--- src/rtl/game_timer_bcd.sv ---
// rtl/game_timer_bcd.sv - MM:SS BCD countdown game timer with start/pause/load/bonus control
module game_timer_bcd #(
  parameter int TICK_DIV  = 50000000,
  parameter int BONUS_SEC = 5
) (
  input  logic        iCLK,
  input  logic        iRST_N,
  input  logic        iLOAD,
  input  logic [7:0]  iLOAD_MIN,
  input  logic [7:0]  iLOAD_SEC,
  input  logic        iSTART,
  input  logic        iPAUSE,
  input  logic        iBONUS,
  output logic [15:0] oDIG,
  output logic        oRUNNING,
  output logic        oEXPIRED,
  output logic        oTIME_UP
);

  localparam int PW = (TICK_DIV > 1) ? $clog2(TICK_DIV) : 1;
  localparam logic [PW-1:0] PRESC_MAX = PW'(TICK_DIV - 1);
  localparam logic [3:0] BONUS = 4'(BONUS_SEC);

  localparam logic [1:0] S_IDLE  = 2'd0;
  localparam logic [1:0] S_RUN   = 2'd1;
  localparam logic [1:0] S_PAUSE = 2'd2;
  localparam logic [1:0] S_EXP   = 2'd3;

  logic [1:0]    state, state_nx;
  logic [15:0]   dig_q, dig_nx, dig_work, load_dig;
  logic [PW-1:0] presc, presc_nx;
  logic          time_up_q, time_up_nx;
  logic          tick;

  function automatic logic [3:0] clamp_digit(input logic [3:0] d, input logic [3:0] lim);
    return (d > lim) ? lim : d;
  endfunction

  // One-second BCD decrement with borrow; 00:00 stays put.
  function automatic logic [15:0] bcd_dec(input logic [15:0] t);
    logic [3:0] a, b, c, d;
    {a, b, c, d} = t;
    if (t != 16'h0000) begin
      if (d != 4'd0) d = d - 4'd1;
      else begin
        d = 4'd9;
        if (c != 4'd0) c = c - 4'd1;
        else begin
          c = 4'd5;
          if (b != 4'd0) b = b - 4'd1;
          else begin
            b = 4'd9;
            a = a - 4'd1;
          end
        end
      end
    end
    return {a, b, c, d};
  endfunction

  // BCD add of a single-digit second count, saturating at 99:59.
  function automatic logic [15:0] bcd_add_sat(input logic [15:0] t, input logic [3:0] n);
    logic [3:0] a, b, c, d;
    logic [4:0] s;
    logic       cy;
    logic [15:0] r;
    {a, b, c, d} = t;
    s = {1'b0, d} + {1'b0, n};
    if (s > 5'd9) begin d = 4'(s - 5'd10); cy = 1'b1; end
    else begin d = s[3:0]; cy = 1'b0; end
    s = {1'b0, c} + {4'b0000, cy};
    if (s > 5'd5) begin c = 4'd0; cy = 1'b1; end
    else begin c = s[3:0]; cy = 1'b0; end
    s = {1'b0, b} + {4'b0000, cy};
    if (s > 5'd9) begin b = 4'd0; cy = 1'b1; end
    else begin b = s[3:0]; cy = 1'b0; end
    s = {1'b0, a} + {4'b0000, cy};
    if (s > 5'd9) r = 16'h9959;
    else r = {s[3:0], b, c, d};
    return r;
  endfunction

  assign tick = (state == S_RUN) && (presc == PRESC_MAX);
  assign load_dig = {clamp_digit(iLOAD_MIN[7:4], 4'd9), clamp_digit(iLOAD_MIN[3:0], 4'd9),
                     clamp_digit(iLOAD_SEC[7:4], 4'd5), clamp_digit(iLOAD_SEC[3:0], 4'd9)};

  // Next-state logic: strict pulse priority load > start > pause > bonus, tick folded in.
  always_comb begin
    state_nx   = state;
    presc_nx   = presc;
    dig_work   = dig_q;
    dig_nx     = dig_q;
    time_up_nx = 1'b0;
    if (iLOAD) begin
      dig_nx   = load_dig;
      state_nx = S_IDLE;
      presc_nx = '0;
    end else begin
      if (state == S_RUN) presc_nx = tick ? '0 : presc + 1'b1;
      if (tick) dig_work = bcd_dec(dig_q);
      if (iSTART) begin
        if (state == S_IDLE && dig_q != 16'h0000) begin
          state_nx = S_RUN;
          presc_nx = '0;
        end
      end else if (iPAUSE) begin
        if (state == S_RUN) state_nx = S_PAUSE;
        else if (state == S_PAUSE) state_nx = S_RUN;
      end else if (iBONUS && (state == S_RUN || state == S_PAUSE)) begin
        dig_work = bcd_add_sat(dig_work, BONUS);
      end
      dig_nx = dig_work;
      if (tick && dig_work == 16'h0000) begin
        state_nx   = S_EXP;
        time_up_nx = 1'b1;
      end
    end
  end

  // State, time digits, prescaler and time-up pulse registers.
  always_ff @(posedge iCLK or negedge iRST_N) begin
    if (!iRST_N) begin
      state     <= S_IDLE;
      dig_q     <= 16'h0000;
      presc     <= '0;
      time_up_q <= 1'b0;
    end else begin
      state     <= state_nx;
      dig_q     <= dig_nx;
      presc     <= presc_nx;
      time_up_q <= time_up_nx;
    end
  end

  assign oDIG     = dig_q;
  assign oRUNNING = (state == S_RUN);
  assign oEXPIRED = (state == S_EXP);
  assign oTIME_UP = time_up_q;

endmodule

--- config.mk ---
export PLATFORM = sky130hd
export DESIGN_NAME = game_timer_bcd
export DESIGN_NICKNAME = d
export VERILOG_FILES = /design/src/rtl/game_timer_bcd.sv
export SDC_FILE = /design/constraint.sdc
export NUM_CORES = 1
export LEC_CHECK = 0
export BUFFER_PORTS_ARGS = -buffer_cell sky130_fd_sc_hd__buf_2
export CORE_ASPECT_RATIO = 0.7
export CORE_MARGIN = 10
export CORE_UTILIZATION = 45
export CTS_BUF_LIST = sky130_fd_sc_hd__clkbuf_4 sky130_fd_sc_hd__clkbuf_8
export DETAILED_ROUTE_END_ITERATION = 8
export PLACE_DENSITY = 0.67
export SETUP_SLACK_MARGIN = 0.3
export SLEW_MARGIN = 30
export SYNTH_ARGS = -nofsm -noshare
export SYNTH_HDL_FRONTEND = slang
export SYNTH_SLANG_ARGS = --single-unit
--- constraint.sdc ---
create_clock -name iCLK -period 9.8 [get_ports iCLK]
set_input_delay 1.96 -clock iCLK [delete_from_list [all_inputs] [get_ports iCLK]]
set_output_delay 1.96 -clock iCLK [all_outputs]
set_load 0.05 [all_outputs]
After elaboration in Yosys (flattened, before gate mapping)

Cells that the tools add are included.

Add/subtract/negate cells: 10
Magnitude comparators: 8
Equality and inequality tests: 5
Muxes and demuxes: 57
Reduce and logical (&&, ||, !) cells: 14

Operators with widths:

| kind                    | count |
|---|---|
| $mux W26                | 5 |
| $mux W16                | 8 |
| $mux W4                 | 20 |
| $add A26 B1 Y26 const B | 1 |
| $eq A26 B26 Y1 const B  | 1 |
| $mux W1                 | 17 |
| $logic_not A16 Y1       | 1 |
| $reduce_bool A16 Y1     | 1 |
| $reduce_bool A4 Y1      | 4 |
| $sub A4 B1 Y4 const B   | 4 |
| $add A4 B1 Y5           | 3 |
| $gt A5 B4 Y1 const B    | 3 |
| $mux W2                 | 7 |
| $gt A4 B4 Y1 const B    | 3 |
| $add A4 B3 Y5 const B   | 1 |
| $gt A5 B3 Y1 const B    | 1 |
| $reduce_bool A5 Y1      | 1 |
| $eq A2 B2 Y1 const B    | 2 |
| $gt A4 B3 Y1 const B    | 1 |
| $logic_and A1 B1 Y1     | 4 |
| $ne A4 B2 Y1 const B    | 1 |
| $sub A4 B4 Y4 const B   | 1 |
| $reduce_and A3 Y1       | 1 |
| $eq A2 B1 Y1 const B    | 1 |
| 2 further kinds         | 2 |

Flip-flop bits (word level): 45
Input port bits: 22
Output and inout bits: 19

Longest topological paths before layout

Gate-level depths: netlist of run 1.

Depth after elaboration: 39
Mapped depth: 40
Mapped depth without buffers: 37

Worst setup path before layout of run 1

Ideal clock, no wire load.

Kind: register to register
From: register dig_q[12] (netlist: oDIG[12])
To: register state[1]
Arrival: 8.011 ns
Data required time: 9.731 ns
Path slack: 1.720 ns
Stages on the path, launching flop included: 37
Buffers on the path: 2
Cells stage by stage: dfrtp_1 inv_1 ha_1 or3b_1 clkbuf_1 nor4_1 or2_2 nor2_1 mux2_2 ha_1 nand2b_1 a21oi_1 o211ai_1 ha_1 inv_1 or4b_2 mux2i_1 mux2_2 nand2_1 ha_1 ha_1 inv_1 nand2_1 nand2_1 a31oi_1 a311oi_1 nor2_1 ha_1 ha_1 a221o_1 or4b_1 a21o_1 buf_6 or3b_4 a21boi_2 nand4_2 nand3_1

Longest elaborated chain between the ends: 36
Elaborated cells on any way between the ends: 52
Classes of those cells: 6 x add/sub; 4 x order compare; 1 x eq/ne; 34 x mux; 7 x reduce/logical

RTL lines:

| what                                                   | RTL line | RTL |
|---|---|---|
| start, declared                                        | 30       | `logic [15:0] dig_q, dig_nx, dig_work, load_dig;` |
| start signal, assigned                                 | 129      | `dig_q <= dig_nx;` |
| $reduce_bool A16 Y1                                    | 43, 102  |  |
| $mux W4                                                | 43       | `if (t != 16'h0000) begin` |
| $mux W16                                               | 100      | `if (tick) dig_work = bcd_dec(dig_q);` |
| $mux W16                                               | 94       | `if (iLOAD) begin` |
| $add A4 B3 Y5                                          | 68       | `s = {1'b0, d} + {1'b0, n};` |
| $gt A5 B4 Y1                                           | 69       | `if (s > 5'd9) begin d = 4'(s - 5'd10); cy = 1'b1; end` |
| $mux W1                                                | 69       |  |
| $mux W1                                                | 109      | `end else if (iBONUS && (state == S_RUN \|\| state == S_PAUSE)) begin` |
| [... 20 more ...]                                      | -        |  |
| $mux W16                                               | 109      |  |
| $mux W16                                               | 106      | `end else if (iPAUSE) begin` |
| $mux W16                                               | 101      | `if (iSTART) begin` |
| $mux W16                                               | 94       |  |
| $logic_not A16 Y1                                      | 113      | `if (tick && dig_work == 16'h0000) begin` |
| $logic_and A1 B1 Y1                                    | 113      |  |
| $ne A4 B2 Y1 (no line), or another cell as far along   | -        |  |
| $reduce_and A3 Y1 (no line) or $mux W2 (tied branches) | -        |  |
| end signal, assigned                                   | 128      | `state <= state_nx;` |
| end, declared                                          | 29       | `logic [1:0] state, state_nx;` |

Several ways; a longest one is shown, not always the timed one. The select of a mux whose other input is x is not followed.
A chain may end at the register's enable or synchronous reset.

Final worst setup path of run 1

From: register dig_q[13] (netlist: oDIG[13])
To: register state[1]

The elaborated chain is that of the path after synthesis.

==> results.yml, run 1 <==
outcome:
  status: "complete, no violations"
cts:
  path_clk_slew_ns: 0.10
  cts.sink_count: 45
  h-tree-depth: 2
  hold_buffers: 0
  clock_latency_ns: 0.32
  clk_path_buf_depth: 2
  cts_root_buf: "clkbuf_8"
  cts-buffers-inserted: 5
  cts_tree: "yes"
final_layout:
  seq_area_um2: 1130
  multi_input_area_um2: 2410
  fillers: 765
  fin_nets: 517
  utilization: 0.510
  syn2layout_area_growth_pct: 9.28
  final_cells: 582
  layout-drive-gt1-share: 0.154
  antenna_cells: 0
grt:
  grt_max_degree: 46
  grt-ovfl-total: 0
  antenna_found_initial: 0
  grt_pass1_wl_um: 17600
  grt_pass1_vias: 3446
  grt_use_total: 0.175
sta:
  hold_violations: 0
  rsz0062_at_grt: "false"
  tns_ns: 0
  holdWs_ns: 0.558
  worstMarginPinSlew_ns: 0.887
  maxSlewHeadroom: 0.409
  slew_violations: 0
  worst_slack_ns: 0.965
  finalSetupViolations: 0
  period_needed_ns: 8.83
  fin_skew_ns: 0.0110
  fmax_mhz: 113
  fin_crit_sh: 0.901
synthesis:
  yosysUniqueCellTypes: 71
  yosys_warnings: 0
  avgSynthCellArea_um2: 8.20
  syn_nets: 489
  ys.flop_type: "dfrtp_1"
  synthCells: 452
  synth-edff-count: 0
  syn-cell-area_um2: 3710
  ys_async_sr_fraction: 1.00
  seq_area_frac_synth: 0.304
  ys_ff_latch: 45
flow_run:
  drv_cap: 0
critical_path:
  cpPeakStageDelay_ns: 0.61
  reg2regPathDepth: 36
  crit_fanout: 10
  slowest_stage: "or4b_2"
  cp.required_ns: 10.05
  setup.worst_path.class: "register to register"
  ff2ff_setup_slack_ns: 0.97
  cp-end-kind: "register"
  cp_common_cell: "ha_1"
  arrival_ns: 9.09
  critPathLaunchType: "register"
route:
  drc: 0
  ant_nets: 0
  viasPerCell: 6.28
  drtIter0Drc: 401
  dr.pass1.iters: 5
  dr_total_vias: 3654
  drt_wl_total_um: 10700
  wl_per_cell_um: 18.4
floorplanning:
  die_h_um: 95.9
  core_um2: 7940
  die-area_um2: 12300
  die_w_um: 128
  rows: 27
  start_util: 0.467
  ios: 41
worst_hold_path:
  hold_path_class: "register to register"
  hold_depth: 2
placement:
  hpwlAfterDp_um: 8020
  pre_cts_slack_ns: 0.994
  numPortBuffers: 40
  dp_cells: 574
  gp_congestion: 0.908
pwr:
  p_per_area_nw_per_um2: 135
  leakage_nw: 1.67
  ir_drop_mv: 0.0777
## placed cells by master, fill, tap and decap left out, types with 10 or more instances in the layout
| cell type | instances |
|---|---|
| nand2_1 | 31 |
| nor2_1 | 50 |
| xor2_1 | 19 |
| o21ai_0 | 19 |
| nand4_1 | 13 |
| xnor2_1 | 11 |
| dfrtp_1 | 45 |
| inv_1 | 21 |
| a31oi_1 | 10 |
| nor3_1 | 15 |
| ha_1 | 15 |
| a21oi_1 | 24 |
| nand3_1 | 25 |
| buf_2 | 39 |
## per-stage QoR
stage | total power [mW] | instance area, µm²
floorplan | 0.368 | 3710
global placement | 0.417 | 3950
detailed placement | 0.419 | 3950
CTS | 0.545 | 4040
global route | 0.581 | 4050
finish | 0.548 | 4050
## layout make-up
class	count	share of cell area
clock buffers	6	0.0188
multi-input cells	365	0.595
clock inverters	2	0.00371
well taps	101	0.0312
repair buffers	42	0.0538
inverters	21	0.0195
flip-flops and latches	45	0.278
## cell usage after synthesis, drive strengths merged, types with 4 or more instances
cell type / instances / area [µm²]
o21ai: 19 / 95.1
xnor2: 11 / 96.3
nand2b: 9 / 56.3
and3: 8 / 50.1
mux2: 5 / 56.3
nand3b: 6 / 45.0
and4: 4 / 35.0
or3: 6 / 42.5
or2: 4 / 25.0
buf: 4 / 32.5
a31oi: 10 / 62.6
nand4: 15 / 106
inv: 21 / 78.8
nor2: 51 / 199
nand2: 31 / 116
nand3: 25 / 125
nor4: 12 / 87.6
o31ai: 4 / 30.0
ha: 15 / 188
o21a: 5 / 37.5
and2: 4 / 25.0
nor3: 17 / 95.1
clkbuf: 17 / 65.1
or4: 4 / 37.5
a21oi: 24 / 120
xor2: 19 / 166
dfrtp: 45 / 1130
## cell families (layout without fill, tap and decap cells)
kind of cell / Yosys count / in the layout / share of synthesized area
multiplexers: 8 / 8 / 0.0233
XOR/XNOR: 31 / 31 / 0.0773
flip-flops: 45 / 45 / 0.304
buffers and inverters: 42 / 71 / 0.0476
adder cells (fa/ha/maj): 15 / 15 / 0.0506
AND/OR/NAND/NOR: 209 / 209 / 0.312
AO/OA/AOI/OAI: 102 / 102 / 0.185
## final timing paths
path,start,endpoint
max,oDIG[13]$_DFF_PN0_,state[1]$_DFFE_PN0P_
min,presc[23]$_DFF_PN0_,presc[23]$_DFF_PN0_
max reg2reg,oDIG[13]$_DFF_PN0_,state[1]$_DFFE_PN0P_
min reg2reg,presc[23]$_DFF_PN0_,presc[23]$_DFF_PN0_
max in group asynchronous,iRST_N,oDIG[6]$_DFF_PN0_
min in group asynchronous,iRST_N,presc[16]$_DFF_PN0_
## metal layers
metal / track usage / wire (µm)
met1: 0.254 / 5210
met2: 0.250 / 4450
met3: 0.0401 / 930
met4: 0.0505 / 133
met5: 0 / 0
## where the power goes
group / total (mW) / internal, mW / switching (mW)
Sequential: 0.213 / 0.194 / 0.0190
Combinational: 0.209 / 0.0719 / 0.137
Clock: 0.126 / 0.0532 / 0.0726
Total: 0.548 / 0.319 / 0.229
## critical path, delay by kind of cell, from the launching register on
family	cells	cell delay [ns]
buffers and inverters	3	0.33
AOI/OAI and AO/OA	7	1.54
muxes	3	0.82
adders and majority gates	7	1.87
DFF	1	0.44
and+or+nand+nor	16	3.75
## timing repair
item / 4_1_cts / 5_1_grt
setup endpoints to repair: 0 / 4
resized for setup: 0 / 1
buffers inserted: 0 / 0
## registers in the layout (all words and copies together) (netlist names)
name and cells:
oDIG 16, oTIME_UP 1, presc 26, state 2
(Power assumes the default switching activity.)
==> run 2, diff against run 1 <==
PLACE_DENSITY = unset   (was 0.67)
SETUP_SLACK_MARGIN = 0.02   (was 0.3)
==> run 2 against run 1 <==
Against the previous run:
- clock skew is 0.00099 ns higher
- non-clock buffer count unchanged
- count of clock-buffer cells in the layout shrank 1
- register-to-register slack got worse by 0.18 ns
- die area stayed put
- maximum frequency down 2.0%
- combinational power fell by 2%
- cell count did not move
- routed wire length is 0.21% higher
- critical path depth fell by 2
==> results.yml, run 2 (synthesized netlist as in run 1, its figures left out) <==
outcome:
  status: "complete, no violations"
grt:
  grt_use_total: 0.176
  grt_pass1_vias: 3266
  antenna_found_initial: 0
  grt-ovfl-total: 0
  grt_pass1_wl_um: 17300
  grt_max_degree: 46
floorplanning:
  core_um2: 7940
  ios: 41
  die_h_um: 95.9
  rows: 27
  start_util: 0.467
  die_w_um: 128
  die-area_um2: 12300
placement:
  gp_congestion: 0.921
  hpwlAfterDp_um: 8070
  numPortBuffers: 40
  placed_area_um2: 3950
route:
  dr_total_vias: 3548
  viasPerCell: 6.10
  drtIter0Drc: 305
  wl_met2_um: 4070
  drc: 0
  maxUsedRoutingLayer: "met4"
  drt_wl_total_um: 10800
  ant_nets: 0
  wl_per_cell_um: 18.5
  wl_met3_um: 1020
  met1_length_um: 5550
  dr.pass1.iters: 5
sta:
  maxSlewHeadroom: 0.403
  slew_violations: 0
  rsz0062_at_grt: "false"
  fin_crit_sh: 0.920
  finalSetupViolations: 0
  fin_skew_ns: 0.0120
  period_needed_ns: 9.01
  fmax_mhz: 111
  hold_violations: 0
  worstMarginPinSlew_ns: 0.895
  holdWs_ns: 0.554
  tns_ns: 0
critical_path:
  setup.worst_path.class: "register to register"
  cp_common_cell: "ha_1"
  cpPeakStageDelay_ns: 0.72
  critPathLaunchType: "register"
  crit_fanout: 10
  slowest_stage: "nor4_1"
  cp-end-kind: "register"
  cp.required_ns: 10.05
  arrival_ns: 9.26
cts:
  ctsResizeCount: 0
  postCtsSetupBuffers: 0
  cts_tree: "yes"
  path_clk_slew_ns: 0.10
  h-tree-depth: 2
  hold_buffers: 0
  clk_path_buf_depth: 2
  cts.sink_count: 45
  cts_root_buf: "clkbuf_8"
  clock_latency_ns: 0.32
  cts-buffers-inserted: 5
final_layout:
  postLayoutCellArea_um2: 4070
  mostFrequentLayoutCell: "nor2_1"
  final_cell_mix: "nor2_1 (50), dfrtp_1 (45), buf_2 (39)"
  largest_reg_flops: 26
  syn2layout_area_growth_pct: 9.69
  fillers: 765
  antenna_cells: 0
  top_register: "presc"
  layout-drive-gt1-share: 0.152
  fin_nets: 517
pwr:
  p_per_area_nw_per_um2: 140
  leakage_nw: 1.69
  ir_drop_mv: 0.0834
flow_run:
  drv_cap: 0
worst_hold_path:
  hold_path_class: "register to register"
==> run 2: through the flow <==
stage               cells   util  power [mW]  worst slack, ns
CTS                   582  0.512       0.571            0.918
global placement      574  0.498       0.419             1.27
detailed placement    574  0.498       0.420            0.968
finish                582  0.512       0.571            0.785
global route          582  0.512       0.604            0.269
floorplan             452      -       0.368             1.72
==> run 2: final timing paths <==
kind,from,depth (start not counted),endpoint,slack [ns]
max,oDIG[12]$_DFF_PN0_,34,state[1]$_DFFE_PN0P_,0.79
min in group asynchronous,iRST_N,1,presc[23]$_DFF_PN0_,1.63
min,presc[25]$_DFF_PN0_,2,presc[25]$_DFF_PN0_,0.55
min reg2reg,presc[25]$_DFF_PN0_,2,presc[25]$_DFF_PN0_,0.55
max in group asynchronous,iRST_N,1,presc[17]$_DFF_PN0_,7.76
max reg2reg,oDIG[12]$_DFF_PN0_,34,state[1]$_DFFE_PN0P_,0.79
==> run 2: layout make-up <==
type,instances,area (µm²),share of cell area
Multi-Input combinational cell,365,2400,0.591
Sequential cell,45,1130,0.277
Inverter,21,78.8,0.0194
Timing Repair Buffer,42,218,0.0536
Clock inverter,3,43.8,0.0108
Tap cell,101,126,0.0311
Clock buffer,5,68.8,0.0169
==> run 2: power by group <==
group,internal [mW],switching [mW],leakage (nW)
clock network,0.0766,0.0742,0.0585
registers,0.194,0.0207,0.595
logic,0.0714,0.134,1.03
total,0.342,0.229,1.69
==> run 2: metal layers <==
metal / up-vias / global-route usage
met3: 9 / 0.0544
met1: 1681 / 0.264
li1: 1725 / -
met2: 133 / 0.234
met4: 0 / 0.0430
met5: - / 0
==> run 2: critical path: cells and delay by family, from the launching register on <==
kind / cells / cell delay [ns]
compound gates: 7 / 1.68
fa+ha+maj: 7 / 1.91
buf+inv: 3 / 0.32
flops: 1 / 0.42
mux: 3 / 0.78
simple gates: 14 / 3.81
